[config.mk]
export PLATFORM = sky130hd
export DESIGN_NAME = multicycle_ctrl
export DESIGN_NICKNAME = d
export VERILOG_FILES = /design/src/rtl/multicycle_pkg.sv /design/src/rtl/multicycle_ctrl_insn_decode.sv /design/src/rtl/multicycle_ctrl.sv
export SDC_FILE = /design/constraint.sdc
export NUM_CORES = 1
export LEC_CHECK = 0
export ABC_AREA = 1
export ABC_CLOCK_PERIOD_IN_PS = 2700
export CORE_MARGIN = 3
export CORE_UTILIZATION = 51
export DETAILED_ROUTE_END_ITERATION = 6
export PLACE_DENSITY = 0.94
export SLEW_MARGIN = 10
export SYNTH_ARGS = -nofsm -noshare
export SYNTH_HDL_FRONTEND = slang
export SYNTH_HIERARCHICAL = 1
export SYNTH_SLANG_ARGS = --single-unit
[constraint.sdc]
create_clock -name clk -period 2.7 [get_ports clk]
set_clock_uncertainty 0.15 [all_clocks]
set_input_delay 0.81 -clock clk [delete_from_list [all_inputs] [get_ports clk]]
set_output_delay 0.81 -clock clk [all_outputs]
set_load 0.03 [all_outputs]
[src/rtl/multicycle_pkg.sv]
// Shared definitions for the Phase1 multi-cycle control: sequencer states,
// instruction field encodings and ALU operation codes.
package multicycle_pkg;

    typedef enum logic [2:0] {
        IDLE   = 3'd0,
        FETCH  = 3'd1,
        DECODE = 3'd2,
        EXEC   = 3'd3,
        WB     = 3'd4,
        ILL    = 3'd5
    } state_t;

    localparam logic [5:0] OP_RTYPE = 6'b000000;
    localparam logic [5:0] OP_ADDI  = 6'b001000;
    localparam logic [5:0] OP_ANDI  = 6'b001100;
    localparam logic [5:0] OP_ORI   = 6'b001101;
    localparam logic [5:0] OP_XORI  = 6'b001110;

    localparam logic [5:0] FN_ADD = 6'b100000;
    localparam logic [5:0] FN_AND = 6'b100100;
    localparam logic [5:0] FN_OR  = 6'b100101;
    localparam logic [5:0] FN_XOR = 6'b100110;

    localparam logic [3:0] ALU_ADD = 4'b0010;
    localparam logic [3:0] ALU_AND = 4'b0000;
    localparam logic [3:0] ALU_OR  = 4'b0001;
    localparam logic [3:0] ALU_XOR = 4'b0011;

endpackage

[src/rtl/multicycle_ctrl_insn_decode.sv]
// Purely combinational opcode/funct decoder. Shared between the multi-cycle
// sequencer and the single-cycle control, so it holds no state of its own.
module insn_decode
    import multicycle_pkg::*;
(
    input  logic [5:0] Opcode,
    input  logic [5:0] Func,
    output logic       ALUSrc,
    output logic       RegDst,
    output logic [3:0] ALUControl,
    output logic       Legal
);

    // Map an Opcode/Func pair onto datapath controls; anything unknown is flagged illegal
    always_comb begin
        ALUSrc     = 1'b0;
        RegDst     = 1'b0;
        ALUControl = ALU_AND;
        Legal      = 1'b1;
        if (Opcode == OP_RTYPE) begin
            RegDst = 1'b1;
            ALUSrc = 1'b0;
            case (Func)
                FN_ADD:  ALUControl = ALU_ADD;
                FN_AND:  ALUControl = ALU_AND;
                FN_OR:   ALUControl = ALU_OR;
                FN_XOR:  ALUControl = ALU_XOR;
                default: Legal      = 1'b0;
            endcase
        end else begin
            RegDst = 1'b0;
            ALUSrc = 1'b1;
            case (Opcode)
                OP_ADDI: ALUControl = ALU_ADD;
                OP_ANDI: ALUControl = ALU_AND;
                OP_ORI:  ALUControl = ALU_OR;
                OP_XORI: ALUControl = ALU_XOR;
                default: Legal      = 1'b0;
            endcase
        end
    end

endmodule

[src/rtl/multicycle_ctrl.sv]
// Multi-cycle sequencer for the Phase1 single-ALU datapath. Walks each
// instruction through FETCH/DECODE/EXEC/WB (or ILL), drives the fetch
// handshake and datapath strobes, and counts retired/illegal instructions.
// Every output comes straight from a flop: the next output values are
// derived from the next state so they line up with the state they belong to.
module multicycle_ctrl
    import multicycle_pkg::*;
#(
    parameter int CNT_W = 16,
    parameter int ILL_W = 8
) (
    input  logic             clk,
    input  logic             rst_n,
    input  logic             Run,
    input  logic             IMemAck,
    input  logic [31:0]      Instr,
    output logic             IMemReq,
    output logic             IRWrite,
    output logic             PCWrite,
    output logic             ALUSrc,
    output logic             RegDst,
    output logic             RegWrite,
    output logic [3:0]       ALUControl,
    output logic             Illegal,
    output logic             Busy,
    output logic [CNT_W-1:0] RetiredCnt,
    output logic [ILL_W-1:0] IllegalCnt
);

    state_t           state_q, state_d;
    logic [5:0]       opcode_q, opcode_d;
    logic [5:0]       func_q, func_d;
    logic             imemReq_q, imemReq_d;
    logic             irWrite_q, irWrite_d;
    logic             pcWrite_q, pcWrite_d;
    logic             regWrite_q, regWrite_d;
    logic             illegal_q, illegal_d;
    logic             busy_q, busy_d;
    logic             aluSrc_q, aluSrc_d;
    logic             regDst_q, regDst_d;
    logic [3:0]       aluCtl_q, aluCtl_d;
    logic [CNT_W-1:0] retiredCnt_q, retiredCnt_d;
    logic [ILL_W-1:0] illegalCnt_q, illegalCnt_d;

    logic             decAluSrc;
    logic             decRegDst;
    logic [3:0]       decAluCtl;
    logic             decLegal;

    // The middle instruction bits belong to the register fields, not to control
    logic             instrUnused;
    assign instrUnused = ^Instr[25:6];

    insn_decode uDecode (
        .Opcode     (opcode_q),
        .Func       (func_q),
        .ALUSrc     (decAluSrc),
        .RegDst     (decRegDst),
        .ALUControl (decAluCtl),
        .Legal      (decLegal)
    );

    // Next state, latched instruction fields, next registered outputs and counters
    always_comb begin
        state_d      = state_q;
        opcode_d     = opcode_q;
        func_d       = func_q;
        aluSrc_d     = aluSrc_q;
        regDst_d     = regDst_q;
        aluCtl_d     = aluCtl_q;
        retiredCnt_d = retiredCnt_q;
        illegalCnt_d = illegalCnt_q;

        case (state_q)
            IDLE: begin
                if (Run) state_d = FETCH;
            end
            FETCH: begin
                if (IMemAck) begin
                    opcode_d = Instr[31:26];
                    func_d   = Instr[5:0];
                    state_d  = DECODE;
                end
            end
            DECODE: begin
                if (decLegal) begin
                    state_d  = EXEC;
                    aluSrc_d = decAluSrc;
                    regDst_d = decRegDst;
                    aluCtl_d = decAluCtl;
                end else begin
                    state_d = ILL;
                end
            end
            EXEC: begin
                state_d = WB;
            end
            WB, ILL: begin
                state_d = Run ? FETCH : IDLE;
            end
            default: begin
                state_d = IDLE;
            end
        endcase

        imemReq_d  = (state_d == FETCH);
        irWrite_d  = (state_d == DECODE);
        regWrite_d = (state_d == WB);
        illegal_d  = (state_d == ILL);
        pcWrite_d  = (state_d == WB) || (state_d == ILL);
        busy_d     = (state_d != IDLE);

        if (state_d == WB) begin
            retiredCnt_d = retiredCnt_q + CNT_W'(1);
        end
        if ((state_d == ILL) && (illegalCnt_q != {ILL_W{1'b1}})) begin
            illegalCnt_d = illegalCnt_q + ILL_W'(1);
        end
    end

    // State, outputs and counters; reset wins over everything, including a pending ack
    always_ff @(posedge clk) begin
        if (!rst_n) begin
            state_q      <= IDLE;
            opcode_q     <= 6'd0;
            func_q       <= 6'd0;
            imemReq_q    <= 1'b0;
            irWrite_q    <= 1'b0;
            pcWrite_q    <= 1'b0;
            regWrite_q   <= 1'b0;
            illegal_q    <= 1'b0;
            busy_q       <= 1'b0;
            aluSrc_q     <= 1'b0;
            regDst_q     <= 1'b0;
            aluCtl_q     <= 4'b0000;
            retiredCnt_q <= '0;
            illegalCnt_q <= '0;
        end else begin
            state_q      <= state_d;
            opcode_q     <= opcode_d;
            func_q       <= func_d;
            imemReq_q    <= imemReq_d;
            irWrite_q    <= irWrite_d;
            pcWrite_q    <= pcWrite_d;
            regWrite_q   <= regWrite_d;
            illegal_q    <= illegal_d;
            busy_q       <= busy_d;
            aluSrc_q     <= aluSrc_d;
            regDst_q     <= regDst_d;
            aluCtl_q     <= aluCtl_d;
            retiredCnt_q <= retiredCnt_d;
            illegalCnt_q <= illegalCnt_d;
        end
    end

    assign IMemReq    = imemReq_q;
    assign IRWrite    = irWrite_q;
    assign PCWrite    = pcWrite_q;
    assign RegWrite   = regWrite_q;
    assign Illegal    = illegal_q;
    assign Busy       = busy_q;
    assign ALUSrc     = aluSrc_q;
    assign RegDst     = regDst_q;
    assign ALUControl = aluCtl_q;
    assign RetiredCnt = retiredCnt_q;
    assign IllegalCnt = illegalCnt_q;

endmodule

Yosys cells after proc, flatten, opt, wreduce, memory -nomap -nowiden
Index checks and enable logic that the tools add are counted.

operators by class
  add/subtract/negate cells = 2
  muxes and demuxes = 13
  eq/ne operators = 18
  reductions and logical operators = 10

operators with widths
  operator                                                         number
  6-bit by 4-bit == test with 1-bit output, second input constant  4
  6-bit == test, second input constant                             4
  16-bit by 1-bit adder with 16-bit output, second input constant  1
  3-bit case mux with 5 select lines                               1
  3-bit == test, second input constant                             4
  2-bit case mux with 3 select lines                               2
  3-bit by 2-bit == test with 1-bit output, second input constant  3
  3-bit two-way mux                                                3
  8-bit by 1-bit adder with 8-bit output, second input constant    1
  8-bit != test, second input constant                             1
  4-bit OR reduction                                               2
  3-bit by 1-bit == test with 1-bit output, second input constant  2
  6-bit logical NOT                                                1
  1-bit two-way mux                                                6
  4-bit two-way mux                                                1
  2-bit AND reduction                                              2
  3-bit logical NOT                                                1
  3-bit nonzero test                                               1
  2-bit OR reduction                                               1
  1-bit logical AND                                                1
  1-bit logical OR                                                 1

storage, ports and cells
  register bits = 51
  word-level logic and storage cells = 57
  output and inout port bits = 36
  input port bits = 36

Logic depth before layout (Yosys ltp)
Gate-level depths: netlist of the first run.

  word-level depth = 8
  depth in mapped cells = 11
  gate-level depth less buffers = 11

Modules after synthesis
Netlist of the first run, hierarchy kept.

by module, submodules not included
  module           times used  seq. area each (µm²)  cells each  area each (µm²)
  multicycle_ctrl  1           1021.0                298         2155.8
  insn_decode      1           0.0                   48          247.7

Least setup slack after synthesis of the first run
OpenSTA, ideal clock, no wires.

  path type = flip-flop to flip-flop
  from = register illegalCnt_q[0] (netlist: IllegalCnt[0])
  to = register illegalCnt_q[0] (netlist: IllegalCnt[0])
  setup time = 0.137 ns
  arrival = 1.423 ns
  period minus slack after synthesis = 1.710 ns
  buffers on the path = 0
  stages on the path, launching flop included = 9
  path slack = 0.990 ns
  required time = 2.413 ns
  path through = dfxtp_1 > ha_1 > nand2_1 > nor2_1 > nand2_1 > nand2_2 > inv_2 > o21ai_1 > a21oi_1

between the ends
  cells in the longest elaborated chain, start to end = 2
  elaborated cells on any way between the ends = 3
  those cells by class = add/sub (1); eq/ne (1); reduce/logical (1)

ends and longest elaborated chain
  element                                                                                         line                    source
  start: declaration                                                                              multicycle_ctrl.sv:43   logic [ILL_W-1:0] illegalCnt_q, illegalCnt_d;
  start signal: assignment                                                                        multicycle_ctrl.sv:152  illegalCnt_q <= illegalCnt_d;
  parallel branches: the longest is 2 deep, another holds 8-bit by 1-bit adder with 8-bit output  --

Several ways; the timed one is not identified.
A chain may end at the register's enable or synchronous reset.

Worst setup path after layout of the first run
  from = register retiredCnt_q[6] (netlist: RetiredCnt[6])
  to = output port RetiredCnt[6]

RTL lines
  element                   line                    source
  start: declaration        multicycle_ctrl.sv:42   logic [CNT_W-1:0] retiredCnt_q, retiredCnt_d;
  start signal: assignment  multicycle_ctrl.sv:151  retiredCnt_q <= retiredCnt_d;
  end: declaration          multicycle_ctrl.sv:26   output logic [CNT_W-1:0] RetiredCnt,

No word-level cell between the ends.

==> flow_summary.json, run 1 <==
{
  "status": "complete, no violations",
  "grt_overflow": 0,
  "dp_hpwl_um": 3810,
  "grt_pass1_vias": 2060,
  "ys_seq_elements": 51,
  "crit_buf_inv": 1,
  "cts_num_sinks": 51,
  "setup_viol": 0,
  "postCtsSetupRepairBufs": 0,
  "cp-start-kind": "register",
  "holdCritStartpoint": "IllegalCnt[2]",
  "min_period_ns": 2.46,
  "cts_tree": "done",
  "track_usage_pct": 19.8,
  "leakage_nw": 1.22,
  "postLayoutCoreUtil_pct": 68.6,
  "dieArea_mm2": 0.00557,
  "grt_first_pass_wirelength_um": 8710,
  "cts_buffer_depth": 2,
  "via_per_inst": 5.08,
  "synthDistinctLibCells": 31,
  "via_count": 2290,
  "min_path_cells": 2,
  "intPower_mw": 1.08,
  "initial_core_util_pct": 54.1,
  "relSlewSlack_pct": 64.7,
  "tightest_slew_ns": 0.529,
  "cts_made_buffers": 5,
  "rsz0062_at_grt": "no",
  "power_frac_clock_pct": 33.0,
  "seqPwrFrac_pct": 55.1,
  "p_total_mw": 1.43,
  "critical_path.top_delay_family": "buffers and inverters",
  "syn2layout_area_growth_pct": 26.9,
  "hold_viol": 0,
  "setup_tns_ns": 0,
  "crit_slowest_cell": "clkdlybuf4s50_1",
  "grt_max_degree": 35,
  "ir_drop_uv": 334,
  "p_sw_share_pct": 24.8,
  "clkTransAtPathRegs_ns": 0.08,
  "dp.cells": 443,
  "ys.flop_type": "dfxtp_1",
  "syn_avg_cell_area_um2": 6.95,
  "path_class": "reg2out",
  "comb_power_share_pct": 11.9,
  "timing.final.max_slew_violations": 0,
  "cts_hold_buf": 0,
  "yosysSeqAreaShare_pct": 42.5,
  "power_density_mw_per_mm2": 470,
  "cp_slowest_stage_delay_ns": 0.72,
  "ff2ff_path_depth": 11,
  "drt_iter0_drc": 138,
  "io_pins": 72,
  "async_flop_share_pct": 0,
  "drive_gt1_share_pct": 9.02,
  "clock_latency_ns": 0.30,
  "antenna_found_initial": 0,
  "wl_per_cell_um": 11.7,
  "r2r_setup_slack_ns": 0.79,
  "die_height_um": 74.7,
  "r2r_end": "ALUSrc",
  "fmax_mhz": 407,
  "synth_edf_count": 0,
  "ys_warn_count": 6,
  "period_share_pct": 90.9,
  "h-tree-depth": 2,
  "required_ns": 1.74,
  "num_rows": 24,
  "antennaDiodeCount": 0,
  "finalWeightedCongestion": 0.865,
  "path_cells": "clkdlybuf4s50_1",
  "ant_nets": 0,
  "cts-root-buf": "clkbuf_8",
  "r2r-start": "func_q[5]",
  "path_max_fanout": 7,
  "finalWirelength_um": 5270,
  "cap_viol_max_count": 0,
  "netlist_area_mm2": 0.00240,
  "p_sw_mw": 0.355,
  "stdcell_count": 451,
  "hold_path_end": "IllegalCnt[2]",
  "port_buffers": 51,
  "core_mm2": 0.00444,
  "remaining_drc_errors": 0,
  "cts-resized-gates": 0,
  "end_kind": "output pin",
  "fp.dieW_um": 74.7,
  "syn_inst": 346,
  "drtPass1Iterations": 4,
  "hp-class": "reg2reg",
  "fin_nets": 436,
  "worstPathArrival_ns": 1.50
}
[final cells by class]
cell class                      count  area (um2)
Clock buffer                        8         100
Fill cell                         385        1400
Inverter                           36         138
Multi-Input combinational cell    251        1200
Sequential cell                    51        1020
Tap cell                           52        65.1
Timing Repair Buffer               53         526
[power groups by stage]
stage	Clock (mW)	Sequential (mW)	Combinational (mW)
detailed placement	0	0.807	0.171
CTS	0.485	0.790	0.172
global placement	0	0.806	0.166
global route	0.510	0.793	0.190
floorplan	0	0.819	0.104
finish	0.473	0.789	0.171
[registers in the layout, summed over array words and instances (netlist names), 3 cells and up]
register,count
ALUControl,4
RetiredCnt,16
opcode_q,6
IllegalCnt,8
state_q,3
func_q,6
[how the worst max path moves through the flow]
stage	from	end	slack (ns)	cells after the start
after floorplan	IllegalCnt[0]	IllegalCnt[0]	0.99	8
after global placement	rst_n	IMemReq	0.52	4
after detailed placement	rst_n	IMemReq	0.48	4
after CTS	RetiredCnt[6]	RetiredCnt[6]	0.24	1
after global routing	RetiredCnt[6]	RetiredCnt[6]	0.21	1
final	RetiredCnt[6]	RetiredCnt[6]	0.24	1
[cells by family after synthesis]
family | Yosys count | share of synthesized area [%]
AO/OA/AOI/OAI | 46 | 9.84
XOR/XNOR | 3 | 1.09
adder cells (fa/ha/maj) | 2 | 1.04
buffers and inverters | 45 | 7.76
flip-flops | 51 | 42.5
other | 1 | 0.156
AND/OR/NAND/NOR | 198 | 37.6
[metal layers]
metal  share of wire, %  track usage, %  wire, um
met5                  0               0         0
met2                 49            33.1      2600
met1                 45            25.9      2390
met3                3.7            3.47       193
met4                1.7            7.11        87
[through the flow]
stage	instance area, um2	hold slack (ns)	setup WS, ns
floorplan	2410	0.304	0.990
global placement	2950	0.319	0.518
detailed placement	2950	0.329	0.482
CTS	3050	0.345	0.241
global route	3050	0.376	0.205
finish	3050	0.344	0.244
[cells in the mapped netlist (4+ instances only)]
| master | count | area, um2 |
|---|---|---|
| inv_1 | 30 | 113 |
| dfxtp_1 | 51 | 1020 |
| nand4_1 | 6 | 37.5 |
| nor2_2 | 6 | 37.5 |
| buf_4 | 4 | 30.0 |
| a21oi_1 | 14 | 70.1 |
| nor3_1 | 5 | 25.0 |
| nor2_1 | 87 | 327 |
| nand3_1 | 13 | 65.1 |
| o21ai_0 | 25 | 125 |
| nand2_2 | 6 | 37.5 |
| nand2_1 | 63 | 236 |
| clkbuf_1 | 4 | 15.0 |
| inv_2 | 5 | 18.8 |
[layout by cell type (no fill, tap or decap), drive strengths merged]
master         netlist  routed
nand3               14      14
nor3                 6       6
nor3b                1       1
dfxtp               51      51
o21ai               28      28
nand4                6       6
buf                  5       2
a21oi               14      14
nand2               71      71
xnor2                1       1
nor2                97      97
xor2                 2       2
nand3b               2       2
a31oi                3       3
ha                   2       2
and3                 1       1
inv                 36      36
clkdlybuf4s50        0      51
conb                 1       2
clkbuf               4       8
o21a                 1       1
[worst register-to-register path: cells and delay by family, from the launching register on]
family,cells,cell delay (ns)
DFF,1,0.34
buffers and inverters,3,0.28
and+or+nand+nor,8,1.04
Power figures use the tool's default switching activity.
==> run 2, diff against run 1 <==
--- a/config.mk
+++ b/config.mk
@@ -11,6 +11,7 @@
 export CORE_UTILIZATION = 51
 export DETAILED_ROUTE_END_ITERATION = 6
 export PLACE_DENSITY = 0.94
+export SKIP_LAST_GASP = 1
 export SLEW_MARGIN = 10
 export SYNTH_ARGS = -nofsm -noshare
 export SYNTH_HDL_FRONTEND = slang
==> results of run 2 <==
The final DEF is identical to that of run 1; final timing and power are the same.
